### config.mk
export PLATFORM = sky130hd
export DESIGN_NAME = frame_sequencer
export DESIGN_NICKNAME = d
export VERILOG_FILES = /design/src/rtl/frame_sequencer.sv
export SDC_FILE = /design/constraint.sdc
export NUM_CORES = 1
export LEC_CHECK = 0
export CAP_MARGIN = 20
export CORE_ASPECT_RATIO = 1.75
export CORE_MARGIN = 4
export CORE_UTILIZATION = 57
export DETAILED_ROUTE_END_ITERATION = 8
export PLACE_DENSITY_LB_ADDON = 0.08
export SKIP_LAST_GASP = 1
export SLEW_MARGIN = 20
export SYNTH_ARGS = -nofsm -noshare
export SYNTH_HDL_FRONTEND = slang
export SYNTH_SLANG_ARGS = --single-unit
### constraint.sdc
create_clock -name i_clk -period 2.98 [get_ports i_clk]
set_input_delay 0.298 -clock i_clk [delete_from_list [all_inputs] [get_ports i_clk]]
set_output_delay 0.298 -clock i_clk [all_outputs]
set_load 0.05 [all_outputs]
### src/rtl/frame_sequencer.sv
// frame_sequencer
// ---------------
// Frame-level controller in front of image_processor. A start command makes
// it emit one row of pad pixels, pass exactly one frame of source pixels
// straight through, then emit one more pad row. This way the 3x3 window also
// produces output for the first and last image rows. It then waits until the
// processor has delivered every filtered result and pulses o_done for one
// cycle.
//
// Handshakes: a beat transfers on a rising edge where valid && ready are both
// high. The source side (i_s_data_valid / o_s_data_ready) only moves in BODY.
// The downstream side (o_m_data_valid / i_m_data_ready) holds valid and data
// stable while ready is low. In BODY the two sides are wired together
// combinationally, so the pass-through adds no latency.
//
// Ports:
//   i_clk, i_rst        clock, synchronous active-high reset
//   i_start, i_abort    frame start / abandon current frame
//   i_s_data_valid,
//   i_s_data,
//   o_s_data_ready      DMA source pixel stream
//   o_m_data_valid,
//   o_m_data,
//   i_m_data_ready      pixel stream toward image_processor
//   i_result_valid      one filtered result left the processor
//   o_busy              high in every state except IDLE
//   o_done              one-cycle pulse when the frame has drained
//   o_start_err         one-cycle pulse for a start received while busy
//   o_dbg_state         current FSM state encoding (debug)

module frame_sequencer #(
    parameter int          IMG_WIDTH  = 512,
    parameter int          IMG_HEIGHT = 512,
    parameter logic [7:0]  PAD_VALUE  = 8'h00,
    parameter int          OUT_COUNT  = 261120
) (
    input  logic       i_clk,
    input  logic       i_rst,
    input  logic       i_start,
    input  logic       i_abort,
    input  logic       i_s_data_valid,
    input  logic [7:0] i_s_data,
    output logic       o_s_data_ready,
    output logic       o_m_data_valid,
    output logic [7:0] o_m_data,
    input  logic       i_m_data_ready,
    input  logic       i_result_valid,
    output logic       o_busy,
    output logic       o_done,
    output logic       o_start_err,
    output logic [2:0] o_dbg_state
);

    localparam int COL_W = (IMG_WIDTH  > 1) ? $clog2(IMG_WIDTH)  : 1;
    localparam int ROW_W = (IMG_HEIGHT > 1) ? $clog2(IMG_HEIGHT) : 1;
    localparam int RES_W = $clog2(OUT_COUNT + 1);

    localparam logic [COL_W-1:0] COL_LAST = COL_W'(IMG_WIDTH - 1);
    localparam logic [ROW_W-1:0] ROW_LAST = ROW_W'(IMG_HEIGHT - 1);
    localparam logic [RES_W-1:0] RES_MAX  = RES_W'(OUT_COUNT);

    typedef enum logic [2:0] {
        ST_IDLE    = 3'd0,
        ST_PAD_TOP = 3'd1,
        ST_BODY    = 3'd2,
        ST_PAD_BOT = 3'd3,
        ST_DRAIN   = 3'd4,
        ST_DONE    = 3'd5
    } state_t;

    state_t           state, state_next;
    logic [COL_W-1:0] col, col_next;
    logic [ROW_W-1:0] row, row_next;
    logic [RES_W-1:0] res, res_next, res_counted;
    logic             start_err;
    logic             beat;

    // Datapath muxing. Outputs are combinational from state so that BODY
    // is a zero-latency pass-through.
    always_comb begin
        o_m_data_valid = 1'b0;
        o_m_data       = 8'h00;
        o_s_data_ready = 1'b0;
        case (state)
            ST_PAD_TOP, ST_PAD_BOT: begin
                o_m_data_valid = 1'b1;
                o_m_data       = PAD_VALUE;
            end
            ST_BODY: begin
                o_m_data_valid = i_s_data_valid;
                o_m_data       = i_s_data;
                o_s_data_ready = i_m_data_ready;
            end
            default: ;
        endcase
    end

    assign beat = o_m_data_valid && i_m_data_ready;

    // Result count including this cycle's pulse. It saturates at the
    // terminal value, so extra pulses after the frame has fully drained
    // cannot move it past OUT_COUNT.
    always_comb begin
        res_counted = res;
        if (state != ST_IDLE && i_result_valid && res != RES_MAX)
            res_counted = res + 1'b1;
    end

    always_comb begin
        state_next = state;
        col_next   = col;
        row_next   = row;
        res_next   = res_counted;
        case (state)
            ST_IDLE: begin
                res_next = '0;
                // A simultaneous abort cancels the start.
                if (i_start && !i_abort) begin
                    state_next = ST_PAD_TOP;
                    col_next   = '0;
                    row_next   = '0;
                end
            end
            ST_PAD_TOP: begin
                if (beat) begin
                    if (col == COL_LAST) begin
                        col_next   = '0;
                        state_next = ST_BODY;
                    end else begin
                        col_next = col + 1'b1;
                    end
                end
            end
            ST_BODY: begin
                if (beat) begin
                    if (col == COL_LAST) begin
                        col_next = '0;
                        if (row == ROW_LAST) begin
                            row_next   = '0;
                            state_next = ST_PAD_BOT;
                        end else begin
                            row_next = row + 1'b1;
                        end
                    end else begin
                        col_next = col + 1'b1;
                    end
                end
            end
            ST_PAD_BOT: begin
                if (beat) begin
                    if (col == COL_LAST) begin
                        col_next   = '0;
                        state_next = ST_DRAIN;
                    end else begin
                        col_next = col + 1'b1;
                    end
                end
            end
            ST_DRAIN: begin
                // Results may all have arrived during BODY/PAD_BOT. In that
                // case DRAIN lasts a single cycle.
                if (res_counted == RES_MAX)
                    state_next = ST_DONE;
            end
            ST_DONE: begin
                state_next = ST_IDLE;
                col_next   = '0;
                row_next   = '0;
                res_next   = '0;
            end
            default: begin
                state_next = ST_IDLE;
                col_next   = '0;
                row_next   = '0;
                res_next   = '0;
            end
        endcase

        // Abort overrides every other transition.
        if (state != ST_IDLE && i_abort) begin
            state_next = ST_IDLE;
            col_next   = '0;
            row_next   = '0;
            res_next   = '0;
        end
    end

    always_ff @(posedge i_clk) begin
        if (i_rst) begin
            state     <= ST_IDLE;
            col       <= '0;
            row       <= '0;
            res       <= '0;
            start_err <= 1'b0;
        end else begin
            state     <= state_next;
            col       <= col_next;
            row       <= row_next;
            res       <= res_next;
            start_err <= i_start && (state != ST_IDLE);
        end
    end

    assign o_busy      = (state != ST_IDLE);
    assign o_done      = (state == ST_DONE);
    assign o_start_err = start_err;
    assign o_dbg_state = state;

endmodule

==> qor.yml, run 1 <==
std_cell_rows: 31
async_reset_ff_share_pct: 0
avgRoutedWirePerCell_um: 16.0
grt_pass1_wl_mm: 9.92
cts-hold-fix-buffers: 0
synth-compound-area-share_pct: 16.5
synthMuxAreaShare_pct: 0.819
grt_pass1_vias: 2176
synth_xor_area_share_pct: 10.7
register_area_um2: 801
finalCritPeriodShare_pct: 87.5
gp_congestion: 0.863
rsz0062_at_grt: "no"
synthMostInstantiatedCell: "nor2_1"
synth_top_family_by_area: "simple AND/OR/NAND/NOR gates"
hold_class: "flop to flop"
route.detailed.drc: 0
worst_setup_path_start_kind: "flop"
tightestPinTransition_ns: 0.823
vias: 2227
crit_fanout: 27
dpl.hpwl_mm: 4.53
drv_cap: 0
top_level_ports: 31
portBuffers: 30
worst_clock_skew_ns: 0.00468
ctsResizeCount: 0
grt_max_degree: 28
yosysWarnings: 0
wl_mm: 5.95
synth_seq_cells: 40
drtAntennaViolNets: 0
fillers: 361
overflow: 0
arrival_ns: 2.31
die_area_um2: 5440
syn_nets: 321
setup_viol: 0
slew_headroom_pct: 45.1
first_pass_iters: 4
fp.dieH_um: 94.6
synth_edf_count: 0
fin_crit_ns: 2.61
ys_top_cells_by_count: "nor2_1, dfxtp_1, nand2_1"
cts_root_buf: "clkbuf_8"
grt_use_met2_pct: 45.5
whs_ns: 0.480
fin_nets: 343
placed_cells: 364
synthToLayoutAreaGrowth_pct: 16.1
ys.flop_type: "dfxtp_1"
clockBufferDepth: 2
finalSetupTns_ns: 0
post_synth_num_cell_types: 59
synth_top_area_share_pct: 32.8
synth-simple-area-share_pct: 30.6
antenna_cells: 0
synthTopCellsByArea: "dfxtp_1, nor2_1, xor2_1"
die_w_um: 57.5
cts_inserted_buffers: 5
grt.total_usage_pct: 23.3
worst-setup-path-type: "flop to primary output"
use_met1_pct: 22.8
slew_violations: 0
clock_latency_ns: 0.29
initial_core_util_pct: 58.9
cts_tree: "built"
p_leak_uw: 0.000980
finalNonFillerCells: 372
syn_area_um2: 2440
grt.met3_usage_pct: 3.56
drive_gt1_share_pct: 7.74
crit_required_ns: 2.68
coreArea_um2: 4150
cp-end-kind: "primary output"
seq_area_frac_synth_pct: 32.8
vdd_drop_max_uv: 462
hold_viol: 0
cts_max_level: 2
clkTransAtPathRegs_ns: 0.08
drt-initial-drc-count: 90
postCtsSetupRepairBufs: 0
synth-adder-area-share_pct: 3.07
top_usage_layer: "met2"
antenna_found_initial: 0
viasPerCell: 5.99
cts_sinks: 40
syn_inst: 300
fmax_mhz: 384
powerDensity_nw_per_um2: 388
syn_avg_cell_area_um2: 8.15
yosysTopAreaCell: "dfxtp_1"
outcome: "finished clean"
multi_input_area_um2: 1510
layout make-up:
type	count	area share [%]
inverter	8	1.06
multi-input combinational	233	53.1
clock buffer	6	2.56
clock inverter	2	1.23
timing repair buffer	34	11.6
sequential	40	28.2
tap	49	2.16
metrics by stage:
step / power (uW) / setup WS, ns / util [%] / cell area (um^2)
finish: 1100 / 0.374 / 68.4 / 2840
CTS: 1110 / 0.381 / 68.4 / 2840
floorplan: 632 / 0.806 / - / 2440
global placement: 677 / 0.604 / 65.8 / 2730
global route: 1140 / 0.266 / 68.4 / 2840
detailed placement: 679 / 0.556 / 65.8 / 2730
registers in the layout, indices dropped and copies added (netlist names):
signal       cells
res             18
o_start_err      1
row              9
o_dbg_state      3
col              9
placed cells by master (no fill, tap or decap), types with 4 or more instances in the layout:
cell / instances
nor2_1: 42
dfxtp_1: 40
clkdlybuf4s50_1: 30
nand2_1: 19
xor2_1: 17
and3_1: 16
xnor2_1: 13
nand4_1: 11
nand3_1: 10
nor3_1: 10
a21oi_1: 9
o21ai_0: 8
inv_1: 7
ha_1: 6
o211ai_1: 5
o21ai_1: 5
clkbuf_8: 5
or3_1: 4
and2_1: 4
o2111ai_1: 4
buf_4: 4
critical path: stages (launching register included):
cell	delay, ns
dfxtp_1	0.86
a21o_1	0.21
nor2b_1	0.13
clkdlybuf4s50_1	0.81
kinds of logic (layout without fill, tap and decap cells):
kind of cell | after synthesis | count (layout)
XOR/XNOR | 30 | 30
buffers and inverters | 27 | 50
AND/OR/NAND/NOR | 140 | 140
AO/OA/AOI/OAI | 55 | 55
adder cells (fa/ha/maj) | 6 | 6
multiplexers | 2 | 2
flip-flops | 40 | 40
path summary, 6_finish.rpt:
check	from	endpoint	slack [ns]	cells past startpoint
max	o_dbg_state[1]	o_m_data_valid	0.37	3
min	row[8]	row[8]	0.48	2
max reg2reg	o_dbg_state[1]	col[7]	0.59	6
min reg2reg	row[8]	row[8]	0.48	2
where the power goes:
part / internal (uW) / switching (uW)
sequential: 539 / 7.63
clock: 248 / 185
combinational: 48.3 / 70.9
per-layer routing:
| layer | up-vias | share of wire [%] |
|---|---|---|
| li1 | 1122 | - |
| met1 | 1052 | 37 |
| met2 | 40 | 59 |
| met3 | 13 | 1.8 |
| met4 | 0 | 2.6 |
| met5 | - | 0 |
Note: power is estimated with default switching activity, not from simulation.
==> inputs of run 2 (changes only) <==
- SLEW_MARGIN: 20 -> not set
==> results of run 2 <==
The final DEF is identical to that of run 1; final timing and power are the same.
==> inputs of run 3 (changes only) <==
- CORE_ASPECT_RATIO: 1.75 -> not set
==> run 3 against run 2 <==
Via count fell by 1.0%. Register-to-register slack improved by 0.04 ns. Combinational power barely moved. Utilization rose by 1.1 points. Global-route usage fell by 2.4 points. First-iteration DRC count rose by 27%. Cell count did not move. Critical path depth did not move. Non-clock buffer count fell by 1. Largest power group unchanged.
==> qor.yml, run 3 (synthesis gave the netlist of run 1 again) <==
r2r_end: "o_dbg_state[0]"
grt_pass1_vias: 2097  # -3.6%
arrival_ns: 2.43  # +0.12 ns
finalSetupTns_ns: 0  # unchanged
outcome: "finished clean"
regMostFlops: "res"
cts_max_level: 2  # unchanged
portBuffers: 30  # unchanged
net-switching-power_uw: 277  # +5.2%
drt-initial-drc-count: 114  # +27%
cts_inserted_buffers: 5  # unchanged
pwr-share-clk_pct: 40.4  # +1.0 points
sw_frac_of_total_pct: 24.8  # +0.86 points
avgRoutedWirePerCell_um: 13.9  # -13%
drtAntennaViolNets: 0  # unchanged
cts_sinks: 40  # unchanged
coreArea_um2: 4090  # -1.5%
first_pass_iters: 4  # unchanged
setup_viol: 0  # unchanged
largest_reg_flops: 18  # unchanged
powerDensity_nw_per_um2: 393  # +1.5%
fmax_mhz: 367  # -4.4%
cts_tree: "built"
initial_core_util_pct: 59.8  # +0.92 points
p_comb_share_pct: 10.9  # about the same
p_total_uw: 1120  # +1.5%
dpl.hpwl_mm: 3.75  # -17%
clkTransAtPathRegs_ns: 0.08  # about the same
cts_root_buf: "clkbuf_8"
worst_setup_path_start_kind: "flop"
antenna_found_initial: 0  # unchanged
r2r_cells: 5  # -1
cp-end-kind: "primary output"
viasPerCell: 5.92  # -1.0%
gp_congestion: 0.938  # +8.6%
worst-setup-path-type: "flop to primary output"
std_cell_rows: 23  # -26%
vias: 2204  # -1.0%
fin_nets: 342  # -0.29%
finalCritPeriodShare_pct: 91.5  # +4.0 points
cts-hold-fix-buffers: 0  # unchanged
die_w_um: 73.5  # +28%
mostFrequentLayoutCell: "nor2_1"
hold_class: "flop to flop"
grt.total_usage_pct: 20.9  # -2.4 points
overflow: 0  # unchanged
worst_clock_skew_ns: 0.00525  # +0.000565 ns
die_area_um2: 5400  # -0.76%
fin_crit_ns: 2.73  # +0.120 ns
power_frac_seq_pct: 48.7  # -1.0 points
top_regs: "res: 18 flops, col: 9 flops, row: 9 flops"
ctsResizeCount: 0  # unchanged
clock_latency_ns: 0.29  # about the same
crit_required_ns: 2.68  # about the same
clockBufferDepth: 2  # unchanged
p_leak_uw: 0.000975  # -0.51%
crit_end: "o_m_data[4]"
slew_headroom_pct: 47.1  # +2.1 points
top_level_ports: 31  # unchanged
grt_max_degree: 28  # unchanged
wl_mm: 5.19  # -13%
final_cell_mix: "nor2_1, dfxtp_1, clkdlybuf4s50_1"
rsz0062_at_grt: "no"
vdd_drop_max_uv: 311  # -33%
rrSetupSlack_ns: 0.63  # +0.04 ns
route.detailed.drc: 0  # unchanged
worstReg2RegStart: "o_dbg_state[1]"
tightestPinTransition_ns: 0.792  # -0.0308 ns
hold_viol: 0  # unchanged
drive_gt1_share_pct: 7.76  # +0.024 points
crit_fanout: 15  # -44%
setup.worst_path.start: "o_dbg_state[2]"
slew_violations: 0  # unchanged
p_int_uw: 839  # +0.40%
synthToLayoutAreaGrowth_pct: 16.1  # about the same
antenna_cells: 0  # unchanged
grt_pass1_wl_mm: 9.18  # -7.4%
postCtsSetupRepairBufs: 0  # unchanged
fp.dieH_um: 73.5  # -22%
drv_cap: 0  # unchanged
run 3: metrics by stage:
step | hold slack [ns] | std cells | utilization, % | area [um^2] | setup WS (ns)
finish | 0.462 | 372 | 69.5 | 2840 | 0.253
floorplan | 0.374 | 300 | - | 2440 | 0.806
global placement | 0.446 | 364 | 66.7 | 2720 | 0.645
global route | 0.487 | 372 | 69.5 | 2840 | 0.124
detailed placement | 0.456 | 364 | 66.7 | 2720 | 0.571
CTS | 0.465 | 372 | 69.5 | 2840 | 0.248
run 3: per-layer routing:
layer	track usage, %	vias up	wire length, um
met4	4.83	0	43
met5	0	-	0
met2	35.0	56	2500
li1	-	1126	-
met3	4.38	7	250
met1	27.5	1015	2400
run 3: critical path, cell delays in order (launching register included):
cell and delay, ns:
dfxtp_1 0.46, nor2_1 0.61, and3_1 0.25, clkdlybuf4s50_1 0.81
run 3: area by class of cell:
cell class | instances | area, um^2
clock buffer | 5 | 68.8
tap | 50 | 62.6
timing repair buffer | 33 | 323
fill | 353 | 1250
clock inverter | 3 | 46.3
sequential | 40 | 801
multi-input combinational | 233 | 1510
inverter | 8 | 30.0
run 3: worst min path at each step:
stage	start	endpoint	depth (start not counted)
global placement	row[8]	row[8]	2
CTS	row[8]	row[8]	2
floorplan	i_rst	o_start_err	1
finish	row[8]	row[8]	2
global route	row[8]	row[8]	2
detailed placement	row[8]	row[8]	2
run 3: power by group through the flow:
stage,logic [uW],clock network [uW],registers [uW]
6_report,122,451,544
2_1_floorplan,70.4,0,561
4_1_cts,122,461,544
3_3_place_gp,120,0,556
3_5_place_dp,121,0,556
5_1_grt,133,484,545
